$ cat src/rtl/lmc1992_ctrl_if.sv
// Microwire link from the DMA-sound register block to the LMC1992 emulation.
// The register block drives the master side and the controller listens on the slave side.
interface lmc1992_ctrl_if;
  logic mw_stb;
  logic mw_clk;
  logic mw_data;
  logic mw_done;

  modport master (output mw_stb, mw_clk, mw_data, mw_done);
  modport slave  (input  mw_stb, mw_clk, mw_data, mw_done);
endinterface

$ cat src/rtl/lmc1992_ctrl.sv
// STE LMC1992 emulation: microwire deserialiser, command decoder, and per-channel
// attenuation ramp with a registered linear-gain lookup.
module lmc1992_ctrl #(
  parameter bit RAMP  = 1'b1,
  parameter int CNT_W = 5
) (
  input  logic                 clk,
  input  logic                 reset,
  lmc1992_ctrl_if.slave        mw,
  input  logic                 sample_en,
  output logic [1:0]           mix,
  output logic [3:0]           bass,
  output logic [3:0]           treble,
  output logic [5:0]           master,
  output logic [4:0]           vol_r,
  output logic [4:0]           vol_l,
  output logic [5:0]           atten_l,
  output logic [5:0]           atten_r,
  output logic [7:0]           gain_l,
  output logic [7:0]           gain_r,
  output logic                 cfg_stb,
  output logic                 frame_err
);

  localparam logic [1:0] ST_IDLE   = 2'd0;
  localparam logic [1:0] ST_SHIFT  = 2'd1;
  localparam logic [1:0] ST_DECODE = 2'd2;

  localparam logic [CNT_W-1:0] CNT_MAX   = '1;
  localparam logic [CNT_W-1:0] FRAME_LEN = CNT_W'(11);

  logic [1:0]       state;
  logic [10:0]      sh;
  logic [CNT_W-1:0] cnt;
  logic             done_q;

  logic       bit_stb;
  logic       done_rise;
  logic [1:0] f_addr;
  logic [2:0] f_cmd;
  logic [5:0] f_data;
  logic [5:0] tgt_l;
  logic [5:0] tgt_r;

  assign bit_stb   = mw.mw_stb & mw.mw_clk;
  assign done_rise = mw.mw_done & ~done_q;
  assign f_addr    = sh[10:9];
  assign f_cmd     = sh[8:6];
  assign f_data    = sh[5:0];

  // Both operands are bounded (master<=40, vol<=20), so this never underflows.
  assign tgt_l = 6'd60 - master - {1'b0, vol_l};
  assign tgt_r = 6'd60 - master - {1'b0, vol_r};

  function automatic logic [3:0] clamp12(input logic [3:0] v);
    return (v > 4'd12) ? 4'd12 : v;
  endfunction

  function automatic logic [4:0] clamp20(input logic [4:0] v);
    return (v > 5'd20) ? 5'd20 : v;
  endfunction

  function automatic logic [5:0] clamp40(input logic [5:0] v);
    return (v > 6'd40) ? 6'd40 : v;
  endfunction

  function automatic logic [5:0] step_toward(input logic [5:0] cur, input logic [5:0] tgt);
    if (cur < tgt)      return cur + 6'd1;
    else if (cur > tgt) return cur - 6'd1;
    else                return cur;
  endfunction

  // round(255 * 10^(-a/10)); everything from 28 upward rounds to silence.
  function automatic logic [7:0] gain_rom(input logic [5:0] a);
    case (a)
      6'd0:  return 8'd255;  6'd1:  return 8'd203;  6'd2:  return 8'd161;
      6'd3:  return 8'd128;  6'd4:  return 8'd102;  6'd5:  return 8'd81;
      6'd6:  return 8'd64;   6'd7:  return 8'd51;   6'd8:  return 8'd40;
      6'd9:  return 8'd32;   6'd10: return 8'd26;   6'd11: return 8'd20;
      6'd12: return 8'd16;   6'd13: return 8'd13;   6'd14: return 8'd10;
      6'd15: return 8'd8;    6'd16: return 8'd6;    6'd17: return 8'd5;
      6'd18: return 8'd4;    6'd19: return 8'd3;    6'd20: return 8'd3;
      6'd21: return 8'd2;    6'd22: return 8'd2;    6'd23: return 8'd1;
      6'd24: return 8'd1;    6'd25: return 8'd1;    6'd26: return 8'd1;
      6'd27: return 8'd1;
      default: return 8'd0;
    endcase
  endfunction

  // NOTE: state registers use non-blocking assignments so every block sees pre-edge values.
  always_ff @(posedge clk) begin
    if (reset) begin
      state     <= ST_IDLE;
      sh        <= '0;
      cnt       <= '0;
      // NOTE: edge detector resets high so a level already high after reset is not an edge.
      done_q    <= 1'b1;
      cfg_stb   <= 1'b0;
      frame_err <= 1'b0;
      mix       <= 2'b01;
      bass      <= 4'd6;
      treble    <= 4'd6;
      master    <= 6'd40;
      vol_r     <= 5'd20;
      vol_l     <= 5'd20;
    end else begin
      done_q    <= mw.mw_done;
      cfg_stb   <= 1'b0;
      frame_err <= 1'b0;
      case (state)
        ST_IDLE: begin
          if (bit_stb) begin
            sh    <= {sh[9:0], mw.mw_data};
            cnt   <= CNT_W'(1);
            state <= ST_SHIFT;
          end
        end
        ST_SHIFT: begin
          if (bit_stb) begin
            sh <= {sh[9:0], mw.mw_data};
            if (cnt != CNT_MAX) cnt <= cnt + CNT_W'(1);
          end
          if (done_rise) state <= ST_DECODE;
        end
        ST_DECODE: begin
          state <= ST_IDLE;
          cnt   <= '0;
          if (cnt < FRAME_LEN) begin
            frame_err <= 1'b1;
          end else if (f_addr == 2'b10) begin
            case (f_cmd)
              3'b000: begin mix    <= f_data[1:0];          cfg_stb <= 1'b1; end
              3'b001: begin bass   <= clamp12(f_data[3:0]); cfg_stb <= 1'b1; end
              3'b010: begin treble <= clamp12(f_data[3:0]); cfg_stb <= 1'b1; end
              3'b011: begin master <= clamp40(f_data);      cfg_stb <= 1'b1; end
              3'b100: begin vol_r  <= clamp20(f_data[4:0]); cfg_stb <= 1'b1; end
              3'b101: begin vol_l  <= clamp20(f_data[4:0]); cfg_stb <= 1'b1; end
              default: frame_err <= 1'b1;
            endcase
          end
        end
        default: state <= ST_IDLE;
      endcase
    end
  end

  always_ff @(posedge clk) begin
    if (reset) begin
      atten_l <= '0;
      atten_r <= '0;
      gain_l  <= 8'd255;
      gain_r  <= 8'd255;
    end else begin
      gain_l <= gain_rom(atten_l);
      gain_r <= gain_rom(atten_r);
      if (!RAMP) begin
        atten_l <= tgt_l;
        atten_r <= tgt_r;
      end else if (sample_en) begin
        atten_l <= step_toward(atten_l, tgt_l);
        atten_r <= step_toward(atten_r, tgt_r);
      end
    end
  end

endmodule
$ cat src/flat_wrapper.sv
// flat-port wrapper written by rule: the top's interface ports become plain ports
module lmc1992_ctrl_flat 
#(
  parameter bit RAMP  = 1'b1,
  parameter int CNT_W = 5
)
  (clk, reset, sample_en, mix, bass, treble, master, vol_r, vol_l, atten_l, atten_r, gain_l, gain_r, cfg_stb, frame_err, mw_mw_stb, mw_mw_clk, mw_mw_data, mw_mw_done);
  lmc1992_ctrl_if mw_i ();
  input  logic clk;
  input  logic reset;
  input  logic sample_en;
  output logic [1:0] mix;
  output logic [3:0] bass;
  output logic [3:0] treble;
  output logic [5:0] master;
  output logic [4:0] vol_r;
  output logic [4:0] vol_l;
  output logic [5:0] atten_l;
  output logic [5:0] atten_r;
  output logic [7:0] gain_l;
  output logic [7:0] gain_r;
  output logic cfg_stb;
  output logic frame_err;
  input wire logic [$bits(mw_i.mw_stb)-1:0] mw_mw_stb;
  input wire logic [$bits(mw_i.mw_clk)-1:0] mw_mw_clk;
  input wire logic [$bits(mw_i.mw_data)-1:0] mw_mw_data;
  input wire logic [$bits(mw_i.mw_done)-1:0] mw_mw_done;
  assign mw_i.mw_stb = mw_mw_stb;
  assign mw_i.mw_clk = mw_mw_clk;
  assign mw_i.mw_data = mw_mw_data;
  assign mw_i.mw_done = mw_mw_done;
  lmc1992_ctrl #(.RAMP(RAMP), .CNT_W(CNT_W)) u_core (.clk(clk), .reset(reset), .mw(mw_i), .sample_en(sample_en), .mix(mix), .bass(bass), .treble(treble), .master(master), .vol_r(vol_r), .vol_l(vol_l), .atten_l(atten_l), .atten_r(atten_r), .gain_l(gain_l), .gain_r(gain_r), .cfg_stb(cfg_stb), .frame_err(frame_err));
endmodule
$ cat config.mk
export PLATFORM = sky130hd
export DESIGN_NAME = lmc1992_ctrl_flat
export DESIGN_NICKNAME = d
export VERILOG_FILES = /design/src/rtl/lmc1992_ctrl_if.sv /design/src/rtl/lmc1992_ctrl.sv /design/src/flat_wrapper.sv
export SDC_FILE = /design/constraint.sdc
export NUM_CORES = 1
export LEC_CHECK = 0
export CORE_ASPECT_RATIO = 1.1
export CORE_MARGIN = 2
export CORE_UTILIZATION = 45
export DETAILED_ROUTE_END_ITERATION = 8
export MAX_ROUTING_LAYER = met4
export PLACE_DENSITY = 0.72
export SLEW_MARGIN = 20
export SYNTH_ARGS = -nofsm -noshare
export SYNTH_HDL_FRONTEND = slang
export SYNTH_SLANG_ARGS = --single-unit
$ cat constraint.sdc
create_clock -name clk -period 4.6 [get_ports clk]
set_input_delay 0.46 -clock clk [delete_from_list [all_inputs] [get_ports clk]]
set_output_delay 0.46 -clock clk [all_outputs]
set_load 0.02 [all_outputs]
==> results of run 1 <==
-- layout make-up --
class	count	area (sq um)
multi-input cells	425	3430
well taps	150	188
clock inverters	6	71.3
inverters	49	186
repair buffers	93	852
repair inverters	1	5.00
clock buffers	10	239
fillers	1013	4740
flip-flops and latches	91	1830
-- Yosys cell counts, types with 3 or more instances --
cell	count	share of area (%)
clkbuf_1	12	0.84
fa_1	4	1.5
a21oi_1	33	3.1
o21ba_2	3	0.56
nand3_1	15	1.4
inv_2	3	0.21
nand4_1	8	0.94
mux2_2	3	0.63
buf_1	6	0.42
o211ai_1	5	0.70
ha_1	49	11
a211oi_1	8	1.1
o32ai_1	3	0.49
xor2_1	12	2.0
a21o_1	23	3.2
o21a_1	4	0.56
or4_1	3	0.42
or3_1	4	0.47
mux2i_1	29	5.4
or2_2	5	0.59
nand3b_1	4	0.56
nor3_1	9	0.84
o221ai_1	3	0.49
a211o_1	6	0.98
inv_1	45	3.2
o21ai_0	18	1.7
xnor2_1	8	1.3
nor2_1	55	3.9
dfxtp_1	91	34
and2_1	7	0.82
nor2b_1	8	0.94
buf_2	3	0.28
and3_1	5	0.59
nand2b_1	5	0.59
o21bai_1	4	0.56
nand2_1	30	2.1
-- cell families (layout without fill, tap and decap cells) --
family | after synthesis | in the layout
compound gates | 154 | 154
xor+xnor | 20 | 20
fa+ha+maj | 53 | 53
buf+inv | 72 | 159
flops | 91 | 91
mux | 33 | 33
simple gates | 165 | 165
-- metrics by stage --
step / instances / instance area, sq um / hold slack (ns) / util, %
after CTS: 811 / 6510 / 0.433 / 56.4
after global placement: 792 / 6160 / 0.411 / 53.4
after detailed placement: 792 / 6160 / 0.415 / 53.4
after global routing: 825 / 6800 / 0.451 / 58.9
final: 825 / 6800 / 0.431 / 58.9
after floorplan: 588 / 5350 / 0.408 / -
-- layer usage --
metal | GRT usage (%) | share of wire, %
met5 | - | 0
met4 | 6.89 | 2.2
met3 | 3.53 | 4.1
met2 | 34.9 | 50
met1 | 24.6 | 44
-- worst paths after layout --
| kind | to | slack (ns) | startpoint |
|---|---|---|---|
| hold / removal | u_core.gain_r[5]$_SDFF_PP1_ | 0.43 | flop |
| setup / recovery | flop | 0.07 | u_core.master[0]$_SDFFE_PP0P_ |
| hold reg to reg | u_core.gain_r[5]$_SDFF_PP1_ | 0.43 | flop |
| setup reg to reg | flop | 0.07 | u_core.master[0]$_SDFFE_PP0P_ |
-- worst max-delay path: stages, from the launching register on --
cell and delay [ns]:
dfxtp_2 0.35, inv_4 0.05, ha_4 0.24, ha_1 0.26, nor2b_1 0.12, o21ai_1 0.16, nand2b_1 0.11, a21o_1 0.21
a21oi_2 0.15, xnor2_1 0.08, ha_1 0.36, and4_4 0.17, a211o_4 0.35, ha_1 0.33, a211oi_4 0.30, o21ba_4 0.21
a211oi_2 0.04, buf_4 0.17, buf_4 0.14, o211ai_1 0.21, o221ai_1 0.17, a221oi_2 0.27
-- power by group through the flow --
stage                     combinational [uW]  clock (uW)  sequential, uW
after detailed placement                1970           0            1070
after floorplan                         1350           0            1140
after global routing                    2550         823            1080
after CTS                               2030         794            1060
final                                   2360         780            1060
after global placement                  1930           0            1070
-- repair_timing --
action / in CTS / in global routing
setup endpoints to repair: 8 / 16
pin swaps: 2 / 14
gates resized for setup: 4 / 36
buffers inserted: 3 / 12
hold buffers: 0 / 0
cloned: 0 / 2
==> summary.md, run 1 <==
| Metric | Value |
|---|---|
| Max clock buf depth | 2 |
| Total congestion overflow | 0 |
| Number of global-route vias before repair | 4432 |
| Setup CP Type | flop to flop |
| DR vias | 4591 |
| H-tree depth | 3 |
| Internal power | 2500 uW |
| CTS tree | built |
| Antenna cells | 0 |
| Synth Area in Adders | 13.0% |
| Clock share of power | 18.6% |
| Rows | 41 |
| Via density | 5.56 |
| Pwr Density | 617 nW/um^2 |
| CTS buffer count | 9 |
| Hold crit path type | flop to flop |
| Clock Skews | 0.00891 ns |
| Post-Synthesis Cell Area | 5340 sq um |
| Rel. slew slack | 45.1% |
| Combinational share of power | 56.2% |
| Chip width | 108 um |
| CP Data Arrival Time | 4.79 ns |
| Ys async rst share | 0% |
| Crit start category | flop |
| Lkg Pwr | 0.00282 uW |
| Status | complete, no violations |
| Top_reg_cell synth | dfxtp_1 |
| Sw frac | 40.5% |
| Part of the cycle the worst path needs | 98.4% |
| Layout cell share with drive strength beyond 1 | 16.1% |
| Fmax | 221 MHz |
| Num Clock Sinks | 91 |
| Post-Syn Instances | 588 |
| Flop pwr share | 25.3% |
| Final setup viols | 0 |
| Yosys Warn Count | 0 |
| First-pass GRT wire length | 20.8 mm |
| #FFs+latches synth | 91 |
| Setup TNS | 0 ns |
| All-layer global routing usage | 20.6% |
| Largest net degree at the start of global routing | 72 |
| DRT antenna net count | 0 |
| Hold Fails Final Rpt | 0 |
| Yosys cell types | 82 |
| Worst slew pin tran | 0.818 ns |
| XOR/XNOR share of the synthesized area | 3.28% |
| Max cap viols | 0 |
| Total power | 4200 uW |
| Most common cell after layout, fill and taps aside | dfxtp_1 |
| Post-route minimum period | 4.53 ns |
| Count of pins over their slew limit | 0 |
| Main combinational cell family by area after synthesis | compound AO/OA/AOI/OAI gates |
| Initial Util | 46.3% |
| DP Worst Slack | -0.0488 ns |
| Compound-gate portion of the synthesized area | 22.5% |
| Final worst setup slack | 0.0737 ns |
| Hold Crit Depth | 1 |
| DR WL/cell | 15.9 um |
| Worst vdd ir | 0.266 mV |
| Final net count | 730 |
| Crit. End Element | flop |
| Syn nets | 648 |
| Clock-pin slew on the worst setup and hold paths | 0.07 ns |
| Port buffer count | 62 |
| DR DRC count | 0 |
| Post-synthesis mux area share | 6.49% |
| Simple-gate share of the synthesized area | 15.4% |
| Core area | 11500 sq um |
| Register area share after synthesis | 34.1% |
| Syn_area_per_cell | 9.09 sq um |
| DRT iter0 DRCs | 157 |
| Drt total wl | 13.1 mm |
| CP Max Fanout | 5 |
| Die height | 118 um |
| Clock insertion delay at the later pin of the skew report | 0.35 ns |
| Worst R2R Path Depth | 21 |
| DRT Pass-1 Iters | 5 |
| Commonest non-fill, non-tap cells in the layout | dfxtp_1, clkdlybuf4s50_1, nor2_1 |
| Worst Path Required | 4.86 ns |
| # IOs | 63 |
| Sw power | 1700 uW |
| Clk root buf | clkbuf_16 |
| Gp weighted congestion | 0.902 |
| HPWL Detailed | 9.03 mm |
| EDFF count, synth | 0 |
| Total die area | 12800 sq um |
| Initial antenna violation count | 0 |
| P&R area growth vs syn | 27.3% |
Power figures use the tool's default switching activity.
==> inputs of run 2 (changes only) <==
--- a/config.mk
+++ b/config.mk
@@ -15,3 +15,4 @@
 export SYNTH_ARGS = -nofsm -noshare
 export SYNTH_HDL_FRONTEND = slang
 export SYNTH_SLANG_ARGS = --single-unit
+export TNS_END_PERCENT = 30
==> results of run 2 <==
The final DEF is identical to that of run 1; final timing and power are the same.
==> inputs of run 3 (changes only) <==
--- a/config.mk
+++ b/config.mk
@@ -5,7 +5,6 @@
 export SDC_FILE = /design/constraint.sdc
 export NUM_CORES = 1
 export LEC_CHECK = 0
-export CORE_ASPECT_RATIO = 1.1
 export CORE_MARGIN = 2
 export CORE_UTILIZATION = 45
 export DETAILED_ROUTE_END_ITERATION = 8
==> run 3 against run 2 <==
  * The run now ends with DRC left
  * Worst hold slack improved by 0.0013 ns
  * Power fell by 2.4%
  * Flip-flop and latch count did not move
  * Final area fell by 1.3%
  * Combinational power fell by 3%
  * Routed wire length rose by 2.3%
  * Sequential share of layout area rose by 0.36 points
  * Maximum frequency fell by 0.14%
  * Clock skew rose by 0.0011 ns
  * Setup slack got worse by 0.0064 ns
  * Critical path depth fell by 1
  * Largest power group unchanged
  * Highest routed layer unchanged
==> summary.md, run 3 (same netlist as run 1, synthesis figures left out) <==
| Metric | Value |
|---|---|
| Clock share of power | 18.5% (about the same) |
| Num Clock Sinks | 91 (unchanged) |
| DRT iter0 DRCs | 208 (+32%) |
| Commonest non-fill, non-tap cells in the layout | dfxtp_1, clkdlybuf4s50_1, nor2_1 |
| Clock-pin slew on the worst setup and hold paths | 0.07 ns (about the same) |
| DR vias | 4599 (+0.17%) |
| Final net count | 731 (+0.14%) |
| Number of global-route vias before repair | 4526 (+2.1%) |
| Sw frac | 40.6% (+0.080 points) |
| Largest net degree at the start of global routing | 72 (unchanged) |
| Port buffer count | 62 (unchanged) |
| Hold crit path type | flop to flop |
| Lkg Pwr | 0.00281 uW (-0.35%) |
| Failing checks | DRC |
| Post-route minimum period | 4.53 ns (+0.00637 ns) |
| Drt total wl | 13.4 mm (+2.3%) |
| Via density | 5.62 (+0.91%) |
| Clk root buf | clkbuf_16 |
| Core area | 11500 sq um (-0.23%) |
| P&R area growth vs syn | 25.7% |
| Layout Utilization | 58.3% (-0.60 points) |
| Crit start category | flop |
| Clock insertion delay at the later pin of the skew report | 0.35 ns (about the same) |
| Die height | 113 um (-4.5%) |
| Most common cell after layout, fill and taps aside | dfxtp_1 |
| Rows | 39 (-4.9%) |
| Setup CP Type | flop to flop |
| Max clock buf depth | 2 (unchanged) |
| # hold bufs at CTS | 0 (unchanged) |
| HPWL Detailed | 9.32 mm (+3.2%) |
| CTS buffer count | 9 (unchanged) |
| Total power | 4100 uW (-2.4%) |
| Flop pwr share | 25.8% (+0.5 points) |
| Worst slew pin tran | 0.871 ns (+0.0526 ns) |
| Antenna cells | 0 (unchanged) |
| Total congestion overflow | 0 (unchanged) |
| Placed cell area | 6190 sq um (+0.47%) |
| Rel. slew slack | 41.6% (-3.5 points) |
| Final worst setup slack | 0.0673 ns (-0.00637 ns) |
| Layout cell share with drive strength beyond 1 | 15.1% (-1.1 points) |
| DR WL/cell | 16.4 um (+3.1%) |
| Hold Fails Final Rpt | 0 (unchanged) |
| # IOs | 63 (unchanged) |
| First-pass GRT wire length | 21.5 mm (+3.4%) |
| Crit. End Element | flop |
| DR DRC count | 3 (+3) |
| Worst vdd ir | 0.253 mV (-4.9%) |
| Pwr Density | 610 nW/um^2 (-1.1%) |
| CP Max Fanout | 5 (unchanged) |
| Sw power | 1660 uW (-2.2%) |
| Clock Skews | 0.0100 ns (+0.00109 ns) |
| Chip width | 113 um (+4.7%) |
| Gp weighted congestion | 1.01 (+12%) |
| Status | finished, violations left |
| All-layer global routing usage | 21.4% (+0.77 points) |
| Count of pins over their slew limit | 0 (unchanged) |
| Final setup viols | 0 (unchanged) |
| DP Worst Slack | -0.0436 ns (+0.00523 ns) |
| Initial antenna violation count | 0 (unchanged) |
| Max cap viols | 0 (unchanged) |
| Part of the cycle the worst path needs | 98.5% (+0.14 points) |
| Cell area after layout | 6720 sq um (-1.3%) |
| Internal power | 2430 uW (-2.5%) |
| CTS tree | built |
| Initial Util | 46.4% (+0.11 points) |
| DRT antenna net count | 0 (unchanged) |
| H-tree depth | 3 (unchanged) |
| Worst Path Required | 4.86 ns (about the same) |
| Combinational share of power | 55.6% (-0.6 points) |
| Total die area | 12800 sq um (about the same) |
| CP Data Arrival Time | 4.79 ns (about the same) |
| DRT Pass-1 Iters | 6 (+1) |
| Fin Hold WS | 0.432 ns (+0.00130 ns) |
| Fmax | 221 MHz (-0.14%) |
## run 3: power by group through the flow
stage | Sequential [uW] | Clock (uW) | Combinational [uW]
floorplan | 1140 | 0 | 1350
global placement | 1070 | 0 | 2000
detailed placement | 1070 | 0 | 2040
CTS | 1060 | 770 | 2120
global route | 1080 | 798 | 2460
finish | 1060 | 759 | 2280
## run 3: final timing paths
check	start	end	slack (ns)	cells after the start
max	u_core.master[1]$_SDFFE_PP0P_	flop	0.07	20
min	flop	u_core.gain_r[5]$_SDFF_PP1_	0.43	1
max reg2reg	u_core.master[1]$_SDFFE_PP0P_	flop	0.07	20
min reg2reg	flop	u_core.gain_r[5]$_SDFF_PP1_	0.43	1
## run 3: per-layer routing
layer	global-route usage [%]	wire length, um	up-vias
li1	-	-	2260
met1	25.5	5750	2174
met2	35.0	6720	140
met3	4.82	667	25
met4	9.02	310	0
met5	-	0	-
## run 3: worst max-delay path, cell delays in order, from the launching register on
cell	delay (ns)
dfxtp_4	0.37
inv_1	0.07
ha_4	0.22
ha_1	0.29
nor2b_1	0.13
o21ai_0	0.16
nand2b_1	0.12
a21o_1	0.20
a21oi_2	0.14
xnor2_1	0.08
ha_1	0.33
and4_4	0.16
a211o_1	0.31
ha_1	0.33
a211oi_4	0.31
o21ba_2	0.23
a211oi_2	0.05
buf_4	0.17
o211ai_1	0.29
o221ai_1	0.20
a221oi_2	0.28
## run 3: timing repair
item | 4_1_cts | 5_1_grt
gates cloned | 0 | 1
hold endpoints to repair | 0 | 0
endpoints found under the setup margin | 8 | 16
pin swaps | 2 | 8
resized for setup | 5 | 21
setup buffers | 8 | 4
## run 3: layout make-up
class / count / area [sq um]
clock buffer: 11 / 243
clock inverter: 5 / 60.1
fill: 974 / 4800
inverter: 49 / 184
multi-input combinational: 425 / 3360
sequential: 91 / 1830
tap: 143 / 179
timing repair buffer: 95 / 867
## run 3: metrics by stage
step                instances  TNS [ns]
floorplan                 588         0
global placement          790         0
detailed placement        790   -0.0705
CTS                       814         0
global route              819    -0.213
finish                    819         0
